File: config.mk
export PLATFORM = sky130hd
export DESIGN_NAME = btn_irq_ctrl_flat
export DESIGN_NICKNAME = d
export VERILOG_FILES = /design/src/rtl/btn_irq_pkg.sv /design/src/rtl/btn_irq_ctrl_if.sv /design/src/rtl/btn_debounce.sv /design/src/rtl/btn_irq_ctrl.sv /design/src/flat_wrapper.sv
export SDC_FILE = /design/constraint.sdc
export NUM_CORES = 1
export LEC_CHECK = 0
export ABC_AREA = 1
export CAP_MARGIN = 10
export CORE_UTILIZATION = 24
export DETAILED_ROUTE_END_ITERATION = 6
export DONT_BUFFER_PORTS = 1
export PLACE_DENSITY = 0.39
export SYNTH_ARGS = -nofsm -noshare
export SYNTH_HDL_FRONTEND = slang
export SYNTH_HIERARCHICAL = 1
export SYNTH_SLANG_ARGS = --single-unit
File: constraint.sdc
create_clock -name sysclk -period 1.2 [get_ports sysclk]
set_input_delay 0.24 -clock sysclk [delete_from_list [all_inputs] [get_ports sysclk]]
set_output_delay 0.24 -clock sysclk [all_outputs]
set_load 0.005 [all_outputs]
File: src/rtl/btn_irq_pkg.sv
// Shared definitions for the button interrupt controller.
//   - default sizing constants for NUM_BTN and DEB_CYCLES
//   - grant FSM state encoding
//   - id_width(): width of a button index, never less than one bit
package btn_irq_pkg;

    localparam int DEF_NUM_BTN    = 4;
    localparam int DEF_DEB_CYCLES = 1000000;

    typedef enum logic [1:0] {
        IDLE   = 2'd0,
        ASSERT = 2'd1,
        GAP    = 2'd2
    } irq_state_e;

    function automatic int id_width(input int n);
        return (n <= 1) ? 1 : $clog2(n);
    endfunction

endpackage

File: src/rtl/btn_irq_ctrl_if.sv
// CPU-side register/interrupt bundle of the button interrupt controller.
//   irq_en              CPU -> ctrl  per-button interrupt enable
//   irq_ack             CPU -> ctrl  one-cycle pulse retiring the current grant
//   ovr_clr             CPU -> ctrl  one-cycle pulse clearing all overrun flags
//   irq                 ctrl -> CPU  level interrupt
//   irq_id              ctrl -> CPU  granted button index, valid while irq=1
//   pend                ctrl -> CPU  pending request vector
//   btn_state           ctrl -> CPU  debounced pressed state
//   overrun             ctrl -> CPU  sticky "pressed again while pending"
//   btn_interrupt_debug ctrl -> CPU  copy of pend for the debug bus
interface btn_irq_ctrl_if #(
    parameter int NUM_BTN = btn_irq_pkg::DEF_NUM_BTN
);
    import btn_irq_pkg::*;

    localparam int ID_W = id_width(NUM_BTN);

    logic [NUM_BTN-1:0] irq_en;
    logic               irq_ack;
    logic               ovr_clr;
    logic               irq;
    logic [ID_W-1:0]    irq_id;
    logic [NUM_BTN-1:0] pend;
    logic [NUM_BTN-1:0] btn_state;
    logic [NUM_BTN-1:0] overrun;
    logic [NUM_BTN-1:0] btn_interrupt_debug;

    modport master (
        output irq_en, irq_ack, ovr_clr,
        input  irq, irq_id, pend, btn_state, overrun, btn_interrupt_debug
    );

    modport slave (
        input  irq_en, irq_ack, ovr_clr,
        output irq, irq_id, pend, btn_state, overrun, btn_interrupt_debug
    );

endinterface

File: src/rtl/btn_debounce.sv
// Single-button front end: 2-flop synchroniser, polarity normalisation,
// stability counter and press-edge pulse.
//   sysclk     system clock
//   rst_n      asynchronous active-low reset
//   btn_raw    raw asynchronous pin
//   btn_state  debounced state, 1 = pressed
//   press      one-cycle pulse, registered, on a debounced 0->1 transition
module btn_debounce
    import btn_irq_pkg::*;
#(
    parameter int DEB_CYCLES     = DEF_DEB_CYCLES,
    parameter bit BTN_ACTIVE_LOW = 1'b1
) (
    input  logic sysclk,
    input  logic rst_n,
    input  logic btn_raw,
    output logic btn_state,
    output logic press
);

    localparam int               CNT_W    = $clog2(DEB_CYCLES) + 1;
    localparam logic [CNT_W-1:0] CNT_LAST = CNT_W'(DEB_CYCLES - 32'sd1);
    localparam logic [CNT_W-1:0] CNT_ONE  = CNT_W'(32'd1);
    localparam logic             RELEASED = BTN_ACTIVE_LOW;

    logic             sync1_r;
    logic             sync2_r;
    logic             state_r;
    logic             press_r;
    logic [CNT_W-1:0] cnt_r;
    logic             pressed_s;
    logic             differ_s;
    logic             expire_s;

    // two-flop synchroniser; resets to the idle pin level so no false press
    always_ff @(posedge sysclk or negedge rst_n) begin
        if (!rst_n) begin
            sync1_r <= RELEASED;
            sync2_r <= RELEASED;
        end else begin
            sync1_r <= btn_raw;
            sync2_r <= sync1_r;
        end
    end

    assign pressed_s = BTN_ACTIVE_LOW ? ~sync2_r : sync2_r;
    assign differ_s  = pressed_s ^ state_r;
    // the DEB_CYCLES-th consecutive differing sample flips the state
    assign expire_s  = differ_s && (cnt_r == CNT_LAST);

    // stability counter, debounced state and registered press pulse
    always_ff @(posedge sysclk or negedge rst_n) begin
        if (!rst_n) begin
            cnt_r   <= '0;
            state_r <= 1'b0;
            press_r <= 1'b0;
        end else if (expire_s) begin
            cnt_r   <= '0;
            state_r <= ~state_r;
            press_r <= ~state_r;
        end else if (differ_s) begin
            cnt_r   <= cnt_r + CNT_ONE;
            press_r <= 1'b0;
        end else begin
            cnt_r   <= '0;
            press_r <= 1'b0;
        end
    end

    assign btn_state = state_r;
    assign press     = press_r;

endmodule

File: src/rtl/btn_irq_ctrl.sv
// Button interrupt controller: debounces NUM_BTN buttons, latches press
// events as pending requests and grants them round-robin onto one level IRQ.
//   sysclk  system clock
//   rst_n   asynchronous active-low reset
//   btn     raw asynchronous button pins
//   bus     CPU-side bundle (enables, ack, overrun clear, irq/id, status)
module btn_irq_ctrl
    import btn_irq_pkg::*;
#(
    parameter int NUM_BTN        = DEF_NUM_BTN,
    parameter int DEB_CYCLES     = DEF_DEB_CYCLES,
    parameter bit BTN_ACTIVE_LOW = 1'b1
) (
    input  logic               sysclk,
    input  logic               rst_n,
    input  logic [NUM_BTN-1:0] btn,
    btn_irq_ctrl_if.slave      bus
);

    localparam int            ID_W     = id_width(NUM_BTN);
    localparam logic [ID_W-1:0] LAST_IDX = ID_W'(NUM_BTN - 32'sd1);

    logic [NUM_BTN-1:0] state_s;
    logic [NUM_BTN-1:0] press_s;
    logic [NUM_BTN-1:0] set_s;
    logic [NUM_BTN-1:0] cand_s;
    logic [NUM_BTN-1:0] ack_clr_s;
    logic [NUM_BTN-1:0] pend_r;
    logic [NUM_BTN-1:0] overrun_r;
    logic               found_s;
    logic [ID_W-1:0]    pick_s;
    irq_state_e         state_r;
    irq_state_e         state_nxt_s;
    logic               irq_r;
    logic               irq_nxt_s;
    logic [ID_W-1:0]    irq_id_r;
    logic [ID_W-1:0]    irq_id_nxt_s;
    logic [ID_W-1:0]    last_grant_r;
    logic [ID_W-1:0]    last_grant_nxt_s;

    for (genvar g = 0; g < NUM_BTN; g++) begin : g_deb
        btn_debounce #(
            .DEB_CYCLES     (DEB_CYCLES),
            .BTN_ACTIVE_LOW (BTN_ACTIVE_LOW)
        ) u_deb (
            .sysclk    (sysclk),
            .rst_n     (rst_n),
            .btn_raw   (btn[g]),
            .btn_state (state_s[g]),
            .press     (press_s[g])
        );
    end

    assign set_s   = press_s & bus.irq_en;
    assign cand_s  = pend_r & bus.irq_en;
    assign found_s = |cand_s;

    // round-robin pick: scan from farthest to nearest after last_grant so the
    // nearest eligible index is the one left standing
    always_comb begin
        pick_s = '0;
        for (int k = NUM_BTN; k >= 1; k--) begin
            if (cand_s[ID_W'((int'(last_grant_r) + k) % NUM_BTN)]) begin
                pick_s = ID_W'((int'(last_grant_r) + k) % NUM_BTN);
            end else begin
                pick_s = pick_s;
            end
        end
    end

    // grant FSM state register
    always_ff @(posedge sysclk or negedge rst_n) begin
        if (!rst_n) begin
            state_r <= IDLE;
        end else begin
            state_r <= state_nxt_s;
        end
    end

    // grant FSM next state, irq/id next values and pend clear on ack
    always_comb begin
        state_nxt_s      = state_r;
        irq_nxt_s        = irq_r;
        irq_id_nxt_s     = irq_id_r;
        last_grant_nxt_s = last_grant_r;
        ack_clr_s        = '0;
        case (state_r)
            IDLE: begin
                if (found_s) begin
                    state_nxt_s  = ASSERT;
                    irq_nxt_s    = 1'b1;
                    irq_id_nxt_s = pick_s;
                end else begin
                    state_nxt_s  = IDLE;
                    irq_nxt_s    = 1'b0;
                end
            end
            ASSERT: begin
                // a grant is never withdrawn, even if its enable drops
                if (bus.irq_ack) begin
                    ack_clr_s[irq_id_r] = 1'b1;
                    last_grant_nxt_s    = irq_id_r;
                    irq_nxt_s           = 1'b0;
                    state_nxt_s         = GAP;
                end else begin
                    state_nxt_s         = ASSERT;
                end
            end
            GAP: begin
                // one forced low cycle so back-to-back grants are distinct
                state_nxt_s = IDLE;
                irq_nxt_s   = 1'b0;
            end
            default: begin
                state_nxt_s = IDLE;
                irq_nxt_s   = 1'b0;
            end
        endcase
    end

    // registered irq, irq_id and round-robin pointer
    always_ff @(posedge sysclk or negedge rst_n) begin
        if (!rst_n) begin
            irq_r        <= 1'b0;
            irq_id_r     <= '0;
            last_grant_r <= LAST_IDX;
        end else begin
            irq_r        <= irq_nxt_s;
            irq_id_r     <= irq_id_nxt_s;
            last_grant_r <= last_grant_nxt_s;
        end
    end

    // pending and sticky overrun flags; a new press beats a same-cycle
    // ack (pend stays set, no overrun) and a same-cycle ovr_clr
    always_ff @(posedge sysclk or negedge rst_n) begin
        if (!rst_n) begin
            pend_r    <= '0;
            overrun_r <= '0;
        end else begin
            pend_r    <= (pend_r & ~ack_clr_s) | set_s;
            overrun_r <= (bus.ovr_clr ? '0 : overrun_r) | (set_s & pend_r & ~ack_clr_s);
        end
    end

    assign bus.irq                 = irq_r;
    assign bus.irq_id              = irq_id_r;
    assign bus.pend                = pend_r;
    assign bus.btn_state           = state_s;
    assign bus.overrun             = overrun_r;
    assign bus.btn_interrupt_debug = pend_r;

endmodule

File: src/flat_wrapper.sv
// flat-port wrapper written by rule: the top's interface ports become plain ports
module btn_irq_ctrl_flat import btn_irq_pkg::*;
#(
    parameter int NUM_BTN        = DEF_NUM_BTN,
    parameter int DEB_CYCLES     = DEF_DEB_CYCLES,
    parameter bit BTN_ACTIVE_LOW = 1'b1
)
  (sysclk, rst_n, btn, bus_irq_en, bus_irq_ack, bus_ovr_clr, bus_irq, bus_irq_id, bus_pend, bus_btn_state, bus_overrun, bus_btn_interrupt_debug);
  btn_irq_ctrl_if #(.NUM_BTN(NUM_BTN)) bus_i ();
  input  logic sysclk;
  input  logic rst_n;
  input  logic [NUM_BTN-1:0] btn;
  input wire logic [$bits(bus_i.irq_en)-1:0] bus_irq_en;
  input wire logic [$bits(bus_i.irq_ack)-1:0] bus_irq_ack;
  input wire logic [$bits(bus_i.ovr_clr)-1:0] bus_ovr_clr;
  output wire logic [$bits(bus_i.irq)-1:0] bus_irq;
  output wire logic [$bits(bus_i.irq_id)-1:0] bus_irq_id;
  output wire logic [$bits(bus_i.pend)-1:0] bus_pend;
  output wire logic [$bits(bus_i.btn_state)-1:0] bus_btn_state;
  output wire logic [$bits(bus_i.overrun)-1:0] bus_overrun;
  output wire logic [$bits(bus_i.btn_interrupt_debug)-1:0] bus_btn_interrupt_debug;
  assign bus_i.irq_en = bus_irq_en;
  assign bus_i.irq_ack = bus_irq_ack;
  assign bus_i.ovr_clr = bus_ovr_clr;
  assign bus_irq = bus_i.irq;
  assign bus_irq_id = bus_i.irq_id;
  assign bus_pend = bus_i.pend;
  assign bus_btn_state = bus_i.btn_state;
  assign bus_overrun = bus_i.overrun;
  assign bus_btn_interrupt_debug = bus_i.btn_interrupt_debug;
  btn_irq_ctrl #(.NUM_BTN(NUM_BTN), .DEB_CYCLES(DEB_CYCLES), .BTN_ACTIVE_LOW(BTN_ACTIVE_LOW)) u_core (.sysclk(sysclk), .rst_n(rst_n), .btn(btn), .bus(bus_i));
endmodule
; ---- Word-level counts from Yosys, hierarchy flattened
; Cells that the tools add are included.
[totals]
register_bits = 115
latch_bits = 0
mem_bits_rw = 0
romBits = 0
in_bits = 12
out_inout_bits = 19
wordCells = 114
mem_count = 0
[op_classes]
n_addsub = 8
multipliers = 0
div = 0
magnitude_cmp = 6
eq_ne = 6
shift = 0
n_mux = 39
bitwise = 20
n_reduce_logical = 9
[op_table]
columns = operator, n
row1 = $mux 21, 8
row2 = $add 21x1->21 const B, 4
row3 = $eq 21x20->1 const B, 4
row4 = $and 4x4->4, 5
row5 = $lt 2x4->1 const B, 4
row6 = $mux 1, 16
row7 = $mux 4, 3
row8 = $mux 2, 5
row9 = $bmux 1 s2, 4
row10 = $not 1->1, 8
row11 = $or 4x4->4, 2
row12 = $logic_and 1x1->1, 5
row13 = $add 2x1->2 const B, 2
row14 = $add 2x2->2 const B, 2
row15 = $not 4->4, 1
row16 = $pmux 2 s2, 1
row17 = $reduce_and 2->1, 2
row18 = $reduce_or 4->1, 1
row19 = $xor 1x1->1, 4
row20 = $lt 2x3->1 const B, 1
row21 = $demux 1 s2, 1
row22 = $eq 2x1->1 const B, 1
row23 = $ge 2x1->1 const B, 1
row24 = $logic_not 2->1, 1
row25 = other kinds (2), 2

; ---- Logic depth before layout (Yosys ltp)
[logic_depth]
depth_word = 9
ltp_mapped = 11
ltp_nobuf = 10

; ---- Cells and area by module
; Netlist, hierarchy kept.
[by_module_without_submodules]
columns = module, instances, cells_each, area_each_um2, seq_area_each_um2
row1 = btn_debounce, 4, 199, 1475.2, 628.1
row2 = btn_irq_ctrl, 1, 110, 814.5, 377.9

; ---- Least setup slack after synthesis
; No wires, ideal clock.
[synth_timing]
kind = register to register
start = register u_core.g_deb[0].u_deb.cnt_r[0]
end = register u_core.g_deb[0].u_deb.state_r
setup_time_ns = 0.124
arrival_time_ns = 1.165
t_required_ns = 1.076
setup_slack_ns = -0.089
stages_incl_launch_ff = 8
path_buffers = 0
cell_sequence = dfrtp_1 > ha_1 > nand2_2 > nor2_4 > nand2_2 > nor2_4 > nand2_4 > xor2_1
[synth_via]
elab_chain_len = 2
[synth_rtl]
columns = element, line
row1 = from (decl), btn_debounce.sv:30  ; logic [CNT_W-1:0] cnt_r;
row2 = from (signal assigned), btn_debounce.sv:62  ; cnt_r <= cnt_r + CNT_ONE;
row3 = $eq 21x20->1, btn_debounce.sv:49  ; assign expire_s = differ_s && (cnt_r == CNT_LAST);
row4 = $logic_and 1x1->1, btn_debounce.sv:49
row5 = to (signal assigned), btn_debounce.sv:59  ; state_r <= ~state_r;
row6 = to (decl), btn_debounce.sv:28  ; logic state_r;
; Every way passes these cells.
; A chain may end at the register's enable or synchronous reset.

; ---- Final worst setup path
[layout_timing]
start = register u_core.g_deb[0].u_deb.cnt_r[0]
end = register u_core.g_deb[0].u_deb.cnt_r[18]
[layout_via]
elab_chain_len = 3
[layout_rtl]
columns = element, line
row1 = $add 21x1->21 / $eq 21x20->1 (equally long branches), "btn_debounce.sv:62, btn_debounce.sv:49"
row2 = $mux 21 / $logic_and 1x1->1 (equally long branches), "btn_debounce.sv:61, btn_debounce.sv:49"
row3 = $mux 21 (*), btn_debounce.sv:57  ; end else if (expire_s) begin
; Every way passes the cells marked *; elsewhere a longest branch is shown, timed or not.

==> flow_metrics.py <==
metrics = {
    "yosys": {
        "synth_compound_gate_area_share_pct": 2.12,
        "synth_warnings": 6,
        "synth_top_family_by_area": "simple AND/OR/NAND/NOR gates",
        "synth_cell_type_count": 31,
        "yosys.area_share.xor_xnor_pct": 4.70,
        "postSynthCellCount": 906,
        "synth_simple_gate_area_share_pct": 40.6,
        "synth.net_count": 922,
        "netlist_area_um2": 6720,
        "synth_sequential_area_ratio_pct": 43.0,
        "post_synth_fa_ha_maj_area_fraction_pct": 0.745,
        "syn_avg_cell_area_um2": 7.41,
        "synth.mux.area_fraction_pct": 0,
        "synth.ff_latch_count": 115,
    },
    "clocking": {
        "cts-buffers-inserted": 17,
        "tritoncts": "built",
        "worst_skew_pair.late_latency_ps": 430,
        "cts_hold_buffers": 9,
        "clk_pin_slew_ps": 60,
        "numClockSinks": 115,
        "clock_tree.buffer_depth": 2,
        "cts-htree-levels": 4,
        "clk_root_buffer_cell": "clkbuf_16",
    },
    "global_routing": {
        "first_global_vias": 6404,
        "grt_start_max_net_pins": 116,
        "first_pass_grt_wire_length_um": 31700,
        "global_route_usage_over_all_layers_pct": 14.0,
        "grt-ovfl-total": 0,
        "antenna_violations_before_repair": 0,
    },
    "worst_setup_path": {
        "timing.critical_path.fanout_max": 4,
        "timing_worst_setup_path_type": "reg -> reg",
        "endpoint_kind": "flip-flop",
        "cpMaxStageDelayCell": "dfrtp_1",
        "wp_data_arrival_ps": 1820,
        "critical-path-top-delay-family": "simple AND/OR/NAND/NOR gates",
        "regToRegEndpoint": "u_core/g_deb[0].u_deb/cnt_r[18]$_DFF_PN0_",
        "cp_cell_sequence": "ha_2, nand2_2, nor2_4, buf_4, nand3_2, o21ai_1, nand3_1, nor2_1",
        "critPathBufInv": 1,
        "ff2ff_setup_slack_ps": -250,
        "startpoint_type": "flip-flop",
        "r2r_start": "u_core/g_deb[0].u_deb/cnt_r[0]$_DFF_PN0_",
        "worst-r2r-cell-count": 8,
        "critical-path-max-stage-delay_ps": 350,
        "data_required_time_of_the_critical_path_ps": 1560,
    },
    "final_layout": {
        "fillCellCount": 2785,
        "final_layout_size_suffix_gt1_share_pct": 47.5,
        "antenna_diode_count": 0,
        "postLayoutCellArea_um2": 10700,
        "most-common-layout-cells": "174 x buf_4, 162 x nand2_1, 105 x inv_1",
        "final_nets": 1171,
        "layout.cells.non_filler": 1540,
        "layout.cells.most_common": "buf_4",
        "finalCoreUtilization_pct": 39.4,
        "syn_to_final_growth_pct": 59.5,
    },
    "timing": {
        "final_min_period_over_clock_period_pct": 121,
        "fin_worst_skew_ps": 12.1,
        "post-route-worst-setup-slack_ps": -253,
        "worst_pin_slew_ps": 317,
        "timing_hold_violations_final": 115,
        "setup_repair_after_global_routing_missed_its_margin": "yes",
        "finalCriticalPeriod_ps": 1450,
        "relSlewSlack_pct": 78.9,
        "setup_violations": 87,
        "hold_ws_ps": -489,
        "maxSlewViolCount": 0,
        "timing.fmax_mhz": 688,
        "totalNegativeSetupSlack_ps": -12970,
    },
    "place": {
        "dp_slack_ps": -249,
        "place_inst": 1436,
        "place.gp.congestion": 0.788,
        "dp.final_hpwl_um": 13100,
        "placed_cell_area_um2": 8400,
        "placement.io_buffers": 0,
    },
    "detailed_routing": {
        "number_of_vias_after_detailed_routing": 6386,
        "met3_wirelength_um": 463,
        "wl_met2_um": 9430,
        "avgViaCountPerCell": 4.15,
        "drc": 0,
        "wl_met1_um": 9080,
        "wl_um": 19300,
        "initialDrtViolationCount": 275,
        "antenna_left": 0,
        "drt_first_pass_iters": 5,
        "dr.max_layer_used": "met4",
        "drt-wirelength-per-cell_um": 12.5,
    },
    "floorplan": {
        "die_width_um": 169,
        "floorplan.rows": 60,
        "design.core.area_um2": 27200,
        "floorplan.initialDensity_pct": 24.7,
        "die-height_um": 169,
        "io_pins": 31,
        "dieArea_um2": 28700,
    },
    "status": {
        "violations": "hold timing, setup timing",
        "outcome": "finished, violations left",
    },
    "power": {
        "post-layout-total-power_mw": 9.36,
        "power.static_leakage_nw": 5.03,
        "powerDensity_nw_per_um2": 874,
        "ir_drop_uv": 893,
    },
    "job": {
        "maxCapViolCount": 0,
    },
    "hold_path": {
        "hp-class": "in -> async",
    },
}
cells by family after synthesis:
kind of cell | after synthesis
buffers and inverters | 148
adders and majority gates | 4
AOI/OAI and AO/OA | 25
and+or+nand+nor | 578
xor gates and xnor gates | 36
DFF | 115
cell usage after synthesis (all sizes together):
cell	number	area, um^2
nor3	24	120
o21ai	10	50.1
nor4	4	25.0
o21bai	4	30.0
o22ai	4	25.0
nand3	85	470
nand4	17	106
dfrtp	105	2630
and2	4	25.0
nor3b	4	30.0
nand2	251	1030
xor2	32	280
nor2	185	882
inv	135	512
nand3b	4	30.0
ha	4	50.1
buf	13	81.3
dfstp	10	263
a21oi	6	30.0
a21boi	1	7.51
xnor2	4	35.0
layer usage:
metal | GRT usage (%) | vias to the layer above
met1 | 18.2 | 2985
met3 | 2.96 | 18
met2 | 23.1 | 54
li1 | - | 3329
met4 | 4.23 | 0
met5 | 0 | -
where the power goes:
part	leakage [nW]	internal [mW]	switching [mW]
combinational	3.21	0.205	0.202
clock	0.279	3.07	1.88
sequential	1.53	3.95	0.0496
total	5.03	7.22	2.14
flip-flops by register name (all words and copies together) (netlist names):
register,flops
u_core/g_deb.u_deb/sync2_r,4
u_core/bus.irq_id,2
u_core/g_deb.u_deb/press,4
u_core/bus.btn_interrupt_debug,4
u_core/g_deb.u_deb/cnt_r,84
u_core/bus.overrun,4
u_core/g_deb.u_deb/btn_state,4
u_core/bus.irq,1
u_core/g_deb.u_deb/sync1_r,4
u_core/state_r,2
u_core/last_grant_r,2
what timing repair did:
action                                  4_1_cts  5_1_grt
gates cloned                                  1        3
endpoints found under the setup margin      108      115
gates resized for setup                     154      175
hold endpoints to repair                    127      115
pin swaps                                    47       89
buffers inserted                             30       35
area by class of cell:
| type | instances | area [um^2] | share of cell area [%] |
|---|---|---|---|
| Clock buffer | 20 | 447 | 4.17 |
| Clock inverter | 12 | 115 | 1.08 |
| Inverter | 135 | 537 | 5.01 |
| Multi-Input combinational cell | 647 | 4200 | 39.2 |
| Sequential cell | 115 | 2910 | 27.2 |
| Tap cell | 372 | 465 | 4.35 |
| Timing Repair Buffer | 239 | 2040 | 19.0 |
worst max-delay path by stage:
stage	cells after the start	end	from	slack, ps
2_1_floorplan	7	u_core/g_deb[0].u_deb/btn_state$_DFFE_PN0N_	u_core/g_deb[0].u_deb/cnt_r[0]$_DFF_PN0_	-70
3_3_place_gp	6	u_core/g_deb[2].u_deb/press$_DFF_PN0_	u_core/g_deb[2].u_deb/cnt_r[13]$_DFF_PN0_	-220
3_5_place_dp	6	u_core/g_deb[2].u_deb/press$_DFF_PN0_	u_core/g_deb[2].u_deb/cnt_r[13]$_DFF_PN0_	-250
4_1_cts	7	u_core/g_deb[0].u_deb/btn_state$_DFFE_PN0N_	u_core/g_deb[0].u_deb/cnt_r[0]$_DFF_PN0_	-180
5_1_grt	8	u_core/g_deb[0].u_deb/cnt_r[18]$_DFF_PN0_	u_core/g_deb[0].u_deb/cnt_r[0]$_DFF_PN0_	-320
6_report	8	u_core/g_deb[0].u_deb/cnt_r[18]$_DFF_PN0_	u_core/g_deb[0].u_deb/cnt_r[0]$_DFF_PN0_	-250
No activity file was read; power rests on OpenSTA's default activity.
